--- config.mk ---
export PLATFORM = sky130hd
export DESIGN_NAME = instr_fetch_unit_flat
export DESIGN_NICKNAME = d
export VERILOG_FILES = /design/src/rtl/instr_fetch_unit_if.sv /design/src/rtl/instr_fetch_unit.sv /design/src/flat_wrapper.sv
export SDC_FILE = /design/constraint.sdc
export NUM_CORES = 1
export LEC_CHECK = 0
export CORE_UTILIZATION = 46
export DETAILED_ROUTE_END_ITERATION = 8
export PLACE_DENSITY = 0.82
export SYNTH_ARGS = -nofsm -noshare
export SYNTH_HDL_FRONTEND = slang
export SYNTH_SLANG_ARGS = --single-unit
export TNS_END_PERCENT = 1
--- constraint.sdc ---
create_clock -name clk -period 4.85 [get_ports clk]
set_input_delay 0.97 -clock clk [delete_from_list [all_inputs] [get_ports clk]]
set_output_delay 0.97 -clock clk [all_outputs]
set_load 0.1 [all_outputs]
--- src/rtl/instr_fetch_unit_if.sv ---
// Instruction-memory read bus between the fetch unit and instruction memory.
//   imemReq   : read request, held until imemReady
//   imemAddr  : word address being fetched (the fetch unit's pc)
//   imemReady : memory has imemData valid this cycle
//   imemData  : instruction word returned by memory
// master = fetch unit, slave = memory.
interface instr_fetch_unit_if;
  logic        imemReq;
  logic [31:0] imemAddr;
  logic        imemReady;
  logic [31:0] imemData;

  modport master (output imemReq, imemAddr, input  imemReady, imemData);
  modport slave  (input  imemReq, imemAddr, output imemReady, imemData);
endinterface

--- src/rtl/instr_fetch_unit.sv ---
// Sequential MIPS instruction-fetch front end.
// Holds the pc, fetches one word at a time over the imem bus, presents the
// held word (opcode/funct slices) to the control unit and, when the datapath
// accepts it, advances pc using the control unit's branch/jump decisions.
// Ports:
//   clk, reset          : clock (rising edge), async active-high reset
//   imem (master)       : instruction-memory request/response bus
//   instr/opcode/funct  : held instruction word and its decode slices
//   instrValid          : held word valid for decode (HOLD state)
//   instrAccept         : datapath has executed the held instruction
//   branch/jump/zero    : control unit decisions and ALU zero flag
//   jrTarget            : rs value used as target by jr
//   halt                : stop fetching after the current instruction
//   pc/pcPlus4          : address of held/pending instruction and pc+4
//   instrCount          : number of accepted instructions (wraps)
module instr_fetch_unit #(
  parameter logic [31:0] RESET_PC = 32'h0000_0000,
  parameter int          COUNT_W  = 32
) (
  input  logic               clk,
  input  logic               reset,
  instr_fetch_unit_if.master imem,
  output logic [31:0]        instr,
  output logic [5:0]         opcode,
  output logic [5:0]         funct,
  output logic               instrValid,
  input  logic               instrAccept,
  input  logic               branch,
  input  logic               jump,
  input  logic               zero,
  input  logic [31:0]        jrTarget,
  input  logic               halt,
  output logic [31:0]        pc,
  output logic [31:0]        pcPlus4,
  output logic [COUNT_W-1:0] instrCount
);

  typedef enum logic [1:0] {IDLE = 2'd0, FETCH = 2'd1, HOLD = 2'd2} state_t;

  state_t      state, state_nxt;
  logic [31:0] next_pc;
  logic [31:0] br_off;
  logic        is_jr, br_taken;
  logic        unused;

  // jr targets are word aligned; the low rs bits are dropped on purpose
  assign unused = ^jrTarget[1:0];

  // state register
  always_ff @(posedge clk or posedge reset) begin
    if (reset) state <= IDLE;
    else       state <= state_nxt;
  end

  // next-state logic
  always_comb begin
    state_nxt = state;
    case (state)
      IDLE:    if (!halt)            state_nxt = FETCH;
      FETCH:   if (imem.imemReady)   state_nxt = HOLD;
      HOLD:    if (instrAccept)      state_nxt = halt ? IDLE : FETCH;
      default:                       state_nxt = IDLE;
    endcase
  end

  // output logic: request and valid are mutually exclusive by state
  always_comb begin
    imem.imemReq  = (state == FETCH);
    imem.imemAddr = pc;
    instrValid    = (state == HOLD);
  end

  assign opcode  = instr[31:26];
  assign funct   = instr[5:0];
  assign pcPlus4 = pc + 32'd4;

  // next pc, priority jr > jump > taken branch > sequential
  assign is_jr    = (opcode == 6'd0) && (funct == 6'd8);
  assign br_taken = branch && (((opcode == 6'd4) && zero) || ((opcode == 6'd5) && !zero));
  assign br_off   = {{14{instr[15]}}, instr[15:0], 2'b00};

  always_comb begin
    next_pc = pcPlus4;
    if (is_jr)         next_pc = {jrTarget[31:2], 2'b00};
    else if (jump)     next_pc = {pcPlus4[31:28], instr[25:0], 2'b00};
    else if (br_taken) next_pc = pcPlus4 + br_off;
  end

  // datapath registers; a response landing during reset is simply never latched
  always_ff @(posedge clk or posedge reset) begin
    if (reset) begin
      pc         <= RESET_PC;
      instr      <= '0;
      instrCount <= '0;
    end else begin
      if (state == FETCH && imem.imemReady)
        instr <= imem.imemData;
      if (state == HOLD && instrAccept) begin
        pc         <= next_pc;
        instrCount <= instrCount + COUNT_W'(1);
      end
    end
  end

endmodule

--- src/flat_wrapper.sv ---
// flat-port wrapper written by rule: the top's interface ports become plain ports
module instr_fetch_unit_flat 
#(
  parameter logic [31:0] RESET_PC = 32'h0000_0000,
  parameter int          COUNT_W  = 32
)
  (clk, reset, instr, opcode, funct, instrValid, instrAccept, branch, jump, zero, jrTarget, halt, pc, pcPlus4, instrCount, imem_imemReq, imem_imemAddr, imem_imemReady, imem_imemData);
  instr_fetch_unit_if imem_i ();
  input  logic clk;
  input  logic reset;
  output logic [31:0] instr;
  output logic [5:0] opcode;
  output logic [5:0] funct;
  output logic instrValid;
  input  logic instrAccept;
  input  logic branch;
  input  logic jump;
  input  logic zero;
  input  logic [31:0] jrTarget;
  input  logic halt;
  output logic [31:0] pc;
  output logic [31:0] pcPlus4;
  output logic [COUNT_W-1:0] instrCount;
  output wire logic [$bits(imem_i.imemReq)-1:0] imem_imemReq;
  output wire logic [$bits(imem_i.imemAddr)-1:0] imem_imemAddr;
  input wire logic [$bits(imem_i.imemReady)-1:0] imem_imemReady;
  input wire logic [$bits(imem_i.imemData)-1:0] imem_imemData;
  assign imem_imemReq = imem_i.imemReq;
  assign imem_imemAddr = imem_i.imemAddr;
  assign imem_i.imemReady = imem_imemReady;
  assign imem_i.imemData = imem_imemData;
  instr_fetch_unit #(.RESET_PC(RESET_PC), .COUNT_W(COUNT_W)) u_core (.clk(clk), .reset(reset), .imem(imem_i), .instr(instr), .opcode(opcode), .funct(funct), .instrValid(instrValid), .instrAccept(instrAccept), .branch(branch), .jump(jump), .zero(zero), .jrTarget(jrTarget), .halt(halt), .pc(pc), .pcPlus4(pcPlus4), .instrCount(instrCount));
endmodule
After elaboration in Yosys (flattened, before gate mapping) --
Cells that the tools add are included.
Word-level totals: bits in registers 98, bits of input ports 72, output and inout bits 174, logic and storage cells 34
Operators by class: add/subtract/negate cells 3, equality and inequality tests 8, mux-type cells 8, reductions and logical operators 11
Operators by type and width (count):
- 32-bit two-way mux | 3
- 32-bit by 1-bit adder with 32-bit output (second input constant) | 1
- 32-bit by 3-bit adder with 32-bit output (second input constant) | 1
- 32-bit adder | 1
- 6-bit by 3-bit equality test with 1-bit output (second input constant) | 2
- 6-bit by 4-bit equality test with 1-bit output (second input constant) | 1
- 1-bit logical AND | 6
- 6-bit zero test | 1
- 2-bit two-way mux | 3
- 2-bit case mux with 3 select lines | 1
- 2-bit by 1-bit != test with 1-bit output (second input constant) | 2
- 3-bit AND reduction | 1
- 2-bit by 1-bit equality test with 1-bit output (second input constant) | 1
- 2-bit equality test (second input constant) | 1
- 2-bit zero test | 1
- 2-bit != test (second input constant) | 1
- 1-bit zero test | 1
- 1-bit logical OR | 1
- 1-bit two-way mux | 1

Logic depth before layout (Yosys ltp) --
Gate-level depths: netlist of run 1.
depth after elaboration 7, depth in mapped cells 20, depth with buffers taken out 18

Worst setup path after synthesis of run 1 --
OpenSTA, ideal clock, no wires.
kind reg-to-reg, from register u_core.pc[2], in the netlist u_core.imem.imemAddr[2], to register u_core.pc[31], in the netlist u_core.imem.imemAddr[31], setup time 0.142 ns, arrival time 6.266 ns, slack -1.558 ns, cell stages (with the launch flop) 21, buffers on the path 2, cells stage by stage dfrtp_1 > ha_1 > inv_1 > nor3_2 > nand3_1 > or2_2 > clkbuf_1 > nor2_1 > xor2_1 > ha_1 > buf_6 > a21o_1 > a21o_1 > a21oi_2 > o211ai_1 > a31o_1 > and4_4 > a2111oi_4 > xor2_1 > mux2i_1 > a31oi_1
On the way: word-level cells in the longest chain between the ends 5
Ends and longest elaborated chain:
- from (decl) | line instr_fetch_unit.sv:33 | output logic [31:0] pc,
- from (signal assigned) | line instr_fetch_unit.sv:99 | pc <= next_pc;
- 32-bit by 3-bit adder with 32-bit output | line instr_fetch_unit.sv:75 | assign pcPlus4 = pc + 32'd4;
- net pcPlus4[24] | line flat_wrapper.sv:22 | output logic [31:0] pcPlus4;
- 32-bit adder | line instr_fetch_unit.sv:86 | else if (br_taken) next_pc = pcPlus4 + br_off;
- 32-bit two-way mux | line instr_fetch_unit.sv:86
- 32-bit two-way mux | line instr_fetch_unit.sv:85 | else if (jump) next_pc = {pcPlus4[31:28], instr[25:0], 2'b00};
- 32-bit two-way mux | line instr_fetch_unit.sv:84 | if (is_jr) next_pc = {jrTarget[31:2], 2'b00};
The timed path passes the listed nets, and every way through them passes these cells. A chain may end at the register's enable or synchronous reset.

Worst setup path in the final report of run 1 --
from register u_core.pc[2], in the netlist u_core.imem.imemAddr[2], to register u_core.pc[31], in the netlist u_core.imem.imemAddr[31]
On the way: word-level cells in the longest chain between the ends 5
Ends and longest elaborated chain (line):
- 32-bit by 3-bit adder with 32-bit output * | instr_fetch_unit.sv:75
- 32-bit adder | instr_fetch_unit.sv:86
- 32-bit two-way mux | instr_fetch_unit.sv:86
- 32-bit two-way mux * | instr_fetch_unit.sv:85
- 32-bit two-way mux * | instr_fetch_unit.sv:84
Every way passes the cells marked *; elsewhere a longest branch is shown, timed or not.

==> results of run 1 <==
## logic make-up after synthesis
family,count (synthesis),share of synthesized area [%]
AOI/OAI and AO/OA,179,16.2
xor gates and xnor gates,83,10.5
adders and majority gates,38,6.95
buffers and inverters,98,8.01
DFF,96,34.6
muxes,36,5.76
other,1,0.0539
and+or+nand+nor,267,18.1
## state kept, by name, summed over array words and instances (netlist names)
name	cells
u_core.imem.imemAddr	30
u_core.instrCount	32
u_core.instr	32
u_core.state	2
## layout by cell type (no fill, tap or decap), types with 3 or more instances in the layout
master,instances
nor4_1,6
a21oi_1,53
dfrtp_1,79
mux2i_1,4
xor2_1,24
clkdlybuf4s50_1,221
a211oi_1,5
o211ai_1,17
and4_4,3
dfrtp_2,17
clkbuf_16,9
xnor2_2,16
nand2_1,92
nor2_1,63
nor2b_1,6
o21bai_1,5
a21o_1,10
a31oi_1,9
nand3_1,32
nand4_1,23
xnor2_4,3
nand2b_1,4
o211a_1,3
ha_1,35
and3_1,10
o21ai_0,51
nor3_1,9
xor2_2,4
buf_4,27
conb_1,6
and2_1,3
mux2_2,32
xnor2_1,35
and4_1,3
inv_1,19
## layer usage
layer / global-route usage, % / routed length, µm / up-vias
met3: 4.19 / 1270 / 39
met2: 48.5 / 10800 / 270
met1: 36.1 / 9430 / 3196
met5: 0 / 0 / -
li1: - / - / 3132
met4: 10.5 / 552 / 0
## worst reg2reg max path, stage by stage (launching register included)
cell,delay (ns)
dfrtp_2,0.46
ha_4,0.19
inv_1,0.07
nor3_4,0.21
buf_4,0.19
nand3_1,0.10
or2_4,0.31
nor2_4,0.15
xor2_4,0.22
ha_4,0.26
a21o_1,0.20
a21o_1,0.19
a21oi_2,0.16
o211ai_1,0.10
a31o_1,0.22
and4_4,0.19
a2111oi_4,0.21
xor2_1,0.22
mux2i_1,0.22
a31oi_1,0.10
## path summary, 6_finish.rpt
check / from / to / depth (start not counted)
max reg2reg: u_core.imem.imemAddr[2]$_DFFE_PP0P_ / u_core.imem.imemAddr[31]$_DFFE_PP0P_ / 19
max: u_core.imem.imemAddr[2]$_DFFE_PP0P_ / u_core.imem.imemAddr[31]$_DFFE_PP0P_ / 19
max in group asynchronous: reset / u_core.imem.imemAddr[13]$_DFFE_PP0P_ / 3
min in group asynchronous: reset / u_core.instrCount[21]$_DFFE_PP0P_ / 2
min: u_core.instrCount[29]$_DFFE_PP0P_ / u_core.instrCount[29]$_DFFE_PP0P_ / 1
min reg2reg: u_core.instrCount[29]$_DFFE_PP0P_ / u_core.instrCount[29]$_DFFE_PP0P_ / 1
## metrics by stage
| step | instances | hold slack [ns] |
|---|---|---|
| floorplan | 803 | 0.445 |
| global placement | 1158 | 0.465 |
| detailed placement | 1158 | 0.478 |
| CTS | 1174 | 0.492 |
| global route | 1174 | 0.506 |
| finish | 1174 | 0.493 |
## final cells by class
type | count | area [µm²]
timing repair buffer | 248 | 2410
multi-input combinational | 609 | 4300
sequential | 96 | 2420
clock inverter | 7 | 100
clock buffer | 9 | 225
fill | 1176 | 4870
tap | 184 | 230
inverter | 21 | 81.3
==> flow_summary.json, run 1 <==
{
  "status": "complete, but fails checks",
  "violations": "design-rule violations",
  "rows": 44,
  "drive_above_1_share_pct": 13.8,
  "worst_setup_path_end_kind": "flop",
  "drtAntennaViolNets": 0,
  "htreeDepth": 3,
  "ys_types": 61,
  "worst_ep_arrival_time_ns": 4.32,
  "dr.pass1.iters": 7,
  "die_area_um2": 15600,
  "wl_per_cell_um": 18.8,
  "slew_headroom_pct": 22.6,
  "die_w_um": 125,
  "critPathRequiredTime_ns": 5.09,
  "synth_area_um2": 6950,
  "cts.sinks": 96,
  "synth-main-ff-cell": "dfrtp_1",
  "cp_max_fo": 7,
  "period_share_pct": 84.2,
  "cts_max_path_buffers": 2,
  "synth_edf_count": 0,
  "antenna_found_initial": 0,
  "slowest_delay_ns": 0.46,
  "worst-path-buf-inv": 2,
  "critical-path-slowest-cell": "dfrtp_2",
  "cts-root-buf": "clkbuf_16",
  "grt.total_usage_pct": 28.2,
  "io_buffer_count": 237,
  "fin_skew_ns": 0.00889,
  "hold_viol_final": 0,
  "post_cts_resized": 0,
  "final_area_um2": 9770,
  "cts_hold_buf": 0,
  "post_cts_buffers": 0,
  "start_kind": "flop",
  "critPathTopFamily": "compound AO/OA/AOI/OAI gates",
  "gp_congestion": 0.889,
  "cts_buffers": 9,
  "cts_tree": "built",
  "yosys_register_bits": 96,
  "fin_util_pct": 66.7,
  "core-area_um2": 14600,
  "dp_hpwl_mm": 16.3,
  "drv_cap": 0,
  "drt_iter0_drc": 486,
  "io_pins": 246,
  "finalNetCount": 1095,
  "diodes": 0,
  "synth_seq_area_share_pct": 34.6,
  "place_area_um2": 9450,
  "max_freq_mhz": 245,
  "period_minus_slack_ns": 4.08,
  "max_slew.worst_pin.slew_ns": 1.16,
  "viasPerCell": 5.65,
  "grt_pass1_vias": 6564,
  "grt_overflow_total": 0,
  "clock_latency_ns": 0.36,
  "criticalPathCategory": "flop to flop",
  "yosys-top-cells-area": "dfrtp_1 (35%), xnor2_1 (6.8%), ha_1 (6.7%)",
  "hp-class": "flop to flop",
  "rsz0062_at_grt": "no",
  "synth_top_area_share_pct": 34.6,
  "path_clk_slew_ns": 0.08,
  "synthTopCellsByCount": "dfrtp_1 (96), nand2_1 (93), nor2_1 (65), xnor2_1 (54), a21oi_1 (53)",
  "syn_inst": 798,
  "syn_avg_cell_area_um2": 8.71,
  "drc": 22,
  "pre_cts_ws_ns": 0.789,
  "syn2layout_area_growth_pct": 40.6,
  "routed_wl_mm": 22.0,
  "slew_viol_final": 0,
  "grt_max_degree": 60,
  "tns_ns": 0,
  "grt_pass1_wl_mm": 34.7,
  "finalSetupViolCount": 0,
  "synth_area_leader_cell": "dfrtp_1",
  "synth-warning-count": 0,
  "initial_core_util_pct": 47.5,
  "path_cells": "ha_4 -> inv_1 -> nor3_4 -> buf_4 -> nand3_1 -> or2_4 -> nor2_4 -> xor2_4 -> ha_4 -> a21o_1 -> a21o_1 -> a21oi_2 -> o211ai_1 -> a31o_1 -> and4_4 -> a2111oi_4 -> xor2_1 -> mux2i_1 -> a31oi_1",
  "synth_most_common_cell": "dfrtp_1",
  "reg2reg_slack_ns": 0.77,
  "route.vias.total": 6637,
  "fin_ws_ns": 0.768,
  "die-height_um": 125,
  "async_flop_share_pct": 100
}
Power of run 1 is left out: the tool's default activity adds up to more than one toggle a clock period on the data nets, which glitch-free logic cannot reach.
==> run 2, diff against run 1 <==
CORE_UTILIZATION = 42   (was 46)
PLACE_DENSITY = 0.79   (was 0.82)
clock period = 3.27 ns   (was 4.85 ns; I/O delays follow)
==> run 2 against run 1 <==
Net effect:
- the flow finishes with violations (negative setup slack)
- final area rose by 9.4%
- critical path depth fell by 1
- clock-buffer cell count did not move
- wire length rose by 9.1%
==> flow_summary.json, run 2 (synthesis gave the netlist of run 1 again) <==
{
  "finalNetCount": 1210,
  "io_pins": 246,
  "diodes": 0,
  "die-height_um": 131,
  "slew_viol_final": 0,
  "whs_ns": 0.476,
  "period_minus_slack_ns": 3.64,
  "grt_overflow_total": 0,
  "die_w_um": 131,
  "hold_viol_final": 0,
  "antenna_found_initial": 0,
  "grt_pass1_vias": 6969,
  "fillCellCount": 1279,
  "seq_area_um2": 2420,
  "dr.pass1.iters": 5,
  "syn2layout_area_growth_pct": 53.8,
  "drive_above_1_share_pct": 38.3,
  "wl_per_cell_um": 18.2,
  "cts-root-buf": "clkbuf_16",
  "drc": 0,
  "multi_input_area_um2": 4430,
  "route.vias.total": 7189,
  "io_buffer_count": 237,
  "start_kind": "flop",
  "drt_iter0_drc": 441,
  "viasPerCell": 5.44,
  "grt.total_usage_pct": 28.6,
  "violations": "negative setup slack",
  "finalSetupViolCount": 8,
  "core-area_um2": 16000,
  "clock_latency_ns": 0.37,
  "slew_headroom_pct": 42.1,
  "rsz0062_at_grt": "yes",
  "critPathRequiredTime_ns": 3.51,
  "rows": 46,
  "fin_skew_ns": 0.0106,
  "final_common_cell": "buf_4",
  "cts_buffers": 9,
  "dp_hpwl_mm": 18.3,
  "grt_pass1_wl_mm": 37.0,
  "fin_ws_ns": -0.366,
  "drv_cap": 0,
  "hp-class": "flop to flop",
  "cts.sinks": 96,
  "cts_hold_buf": 0,
  "worst_setup_path_end_kind": "flop",
  "cp_max_fo": 4,
  "worst_ep_arrival_time_ns": 3.87,
  "routed_wl_mm": 24.0,
  "cts_tree": "built",
  "max_slew.worst_pin.slew_ns": 0.860,
  "pre_cts_ws_ns": -0.407,
  "max_freq_mhz": 275,
  "gp_congestion": 0.911,
  "tns_ns": -0.842,
  "initial_core_util_pct": 43.4,
  "criticalPathCategory": "flop to flop",
  "final_cell_mix": "buf_4 (272), nand2_1 (92), dfrtp_1 (78)",
  "status": "complete, but fails checks",
  "period_share_pct": 111,
  "drtAntennaViolNets": 0,
  "grt_max_degree": 57,
  "path_clk_slew_ns": 0.08,
  "die_area_um2": 17100,
  "htreeDepth": 3,
  "cts_max_path_buffers": 2
}
-- run 2: routing by layer --
| layer | GRT usage (%) | wire length, µm |
|---|---|---|
| met1 | 36.0 | 10000 |
| met2 | 49.1 | 11900 |
| met5 | 0 | 0 |
| met4 | 11.0 | 631 |
| met3 | 4.52 | 1420 |
-- run 2: layout make-up --
type                    instances  share of cell area (%)
multi-input cells             609                    41.4
repair buffers                363                    29.7
flip-flops and latches         96                    22.7
well taps                     216                    2.53
clock buffers                   9                    2.11
clock inverters                 7                   0.831
inverters                      21                   0.761
-- run 2: metrics by stage --
step | util [%] | cells | instance area, µm²
floorplan | - | 803 | 7340
global placement | 64.3 | 1303 | 10300
detailed placement | 64.3 | 1303 | 10300
CTS | 66.7 | 1321 | 10700
global route | 66.8 | 1321 | 10700
finish | 66.8 | 1321 | 10700
-- run 2: final timing paths --
path	start	end	slack [ns]	cells after the start
min in group asynchronous	reset	u_core.instr[28]$_DFFE_PP0P_	0.68	2
worst max-delay path	u_core.imem.imemAddr[2]$_DFFE_PP0P_	u_core.imem.imemAddr[31]$_DFFE_PP0P_	-0.37	18
worst min-delay path	u_core.state[0]$_DFFE_PP0P_	u_core.state[0]$_DFFE_PP0P_	0.48	1
max in group asynchronous	reset	u_core.imem.imemAddr[20]$_DFFE_PP0P_	1.88	3
worst min register to register	u_core.state[0]$_DFFE_PP0P_	u_core.state[0]$_DFFE_PP0P_	0.48	1
worst max register to register	u_core.imem.imemAddr[2]$_DFFE_PP0P_	u_core.imem.imemAddr[31]$_DFFE_PP0P_	-0.37	18
-- run 2: worst max-delay path, stage by stage, from the launching register on --
cell       delay, ns
dfrtp_2         0.40
ha_4            0.15
inv_2           0.04
nor3_4          0.28
nand3_2         0.13
or2_4           0.28
nor2_4          0.13
xor2_4          0.19
ha_4            0.22
a21o_1          0.17
a21o_1          0.16
a21oi_2         0.12
o211ai_1        0.10
a31o_1          0.21
and4_4          0.19
a2111oi_4       0.20
xor2_1          0.21
mux2i_1         0.20
a31oi_1         0.09
-- run 2: timing repair --
action | CTS | global route
pin swaps | 7 | 4
setup endpoints to repair | 14 | 19
setup buffers | 2 | 0
gates resized for setup | 14 | 7
Power of run 2 is left out for the same reason.
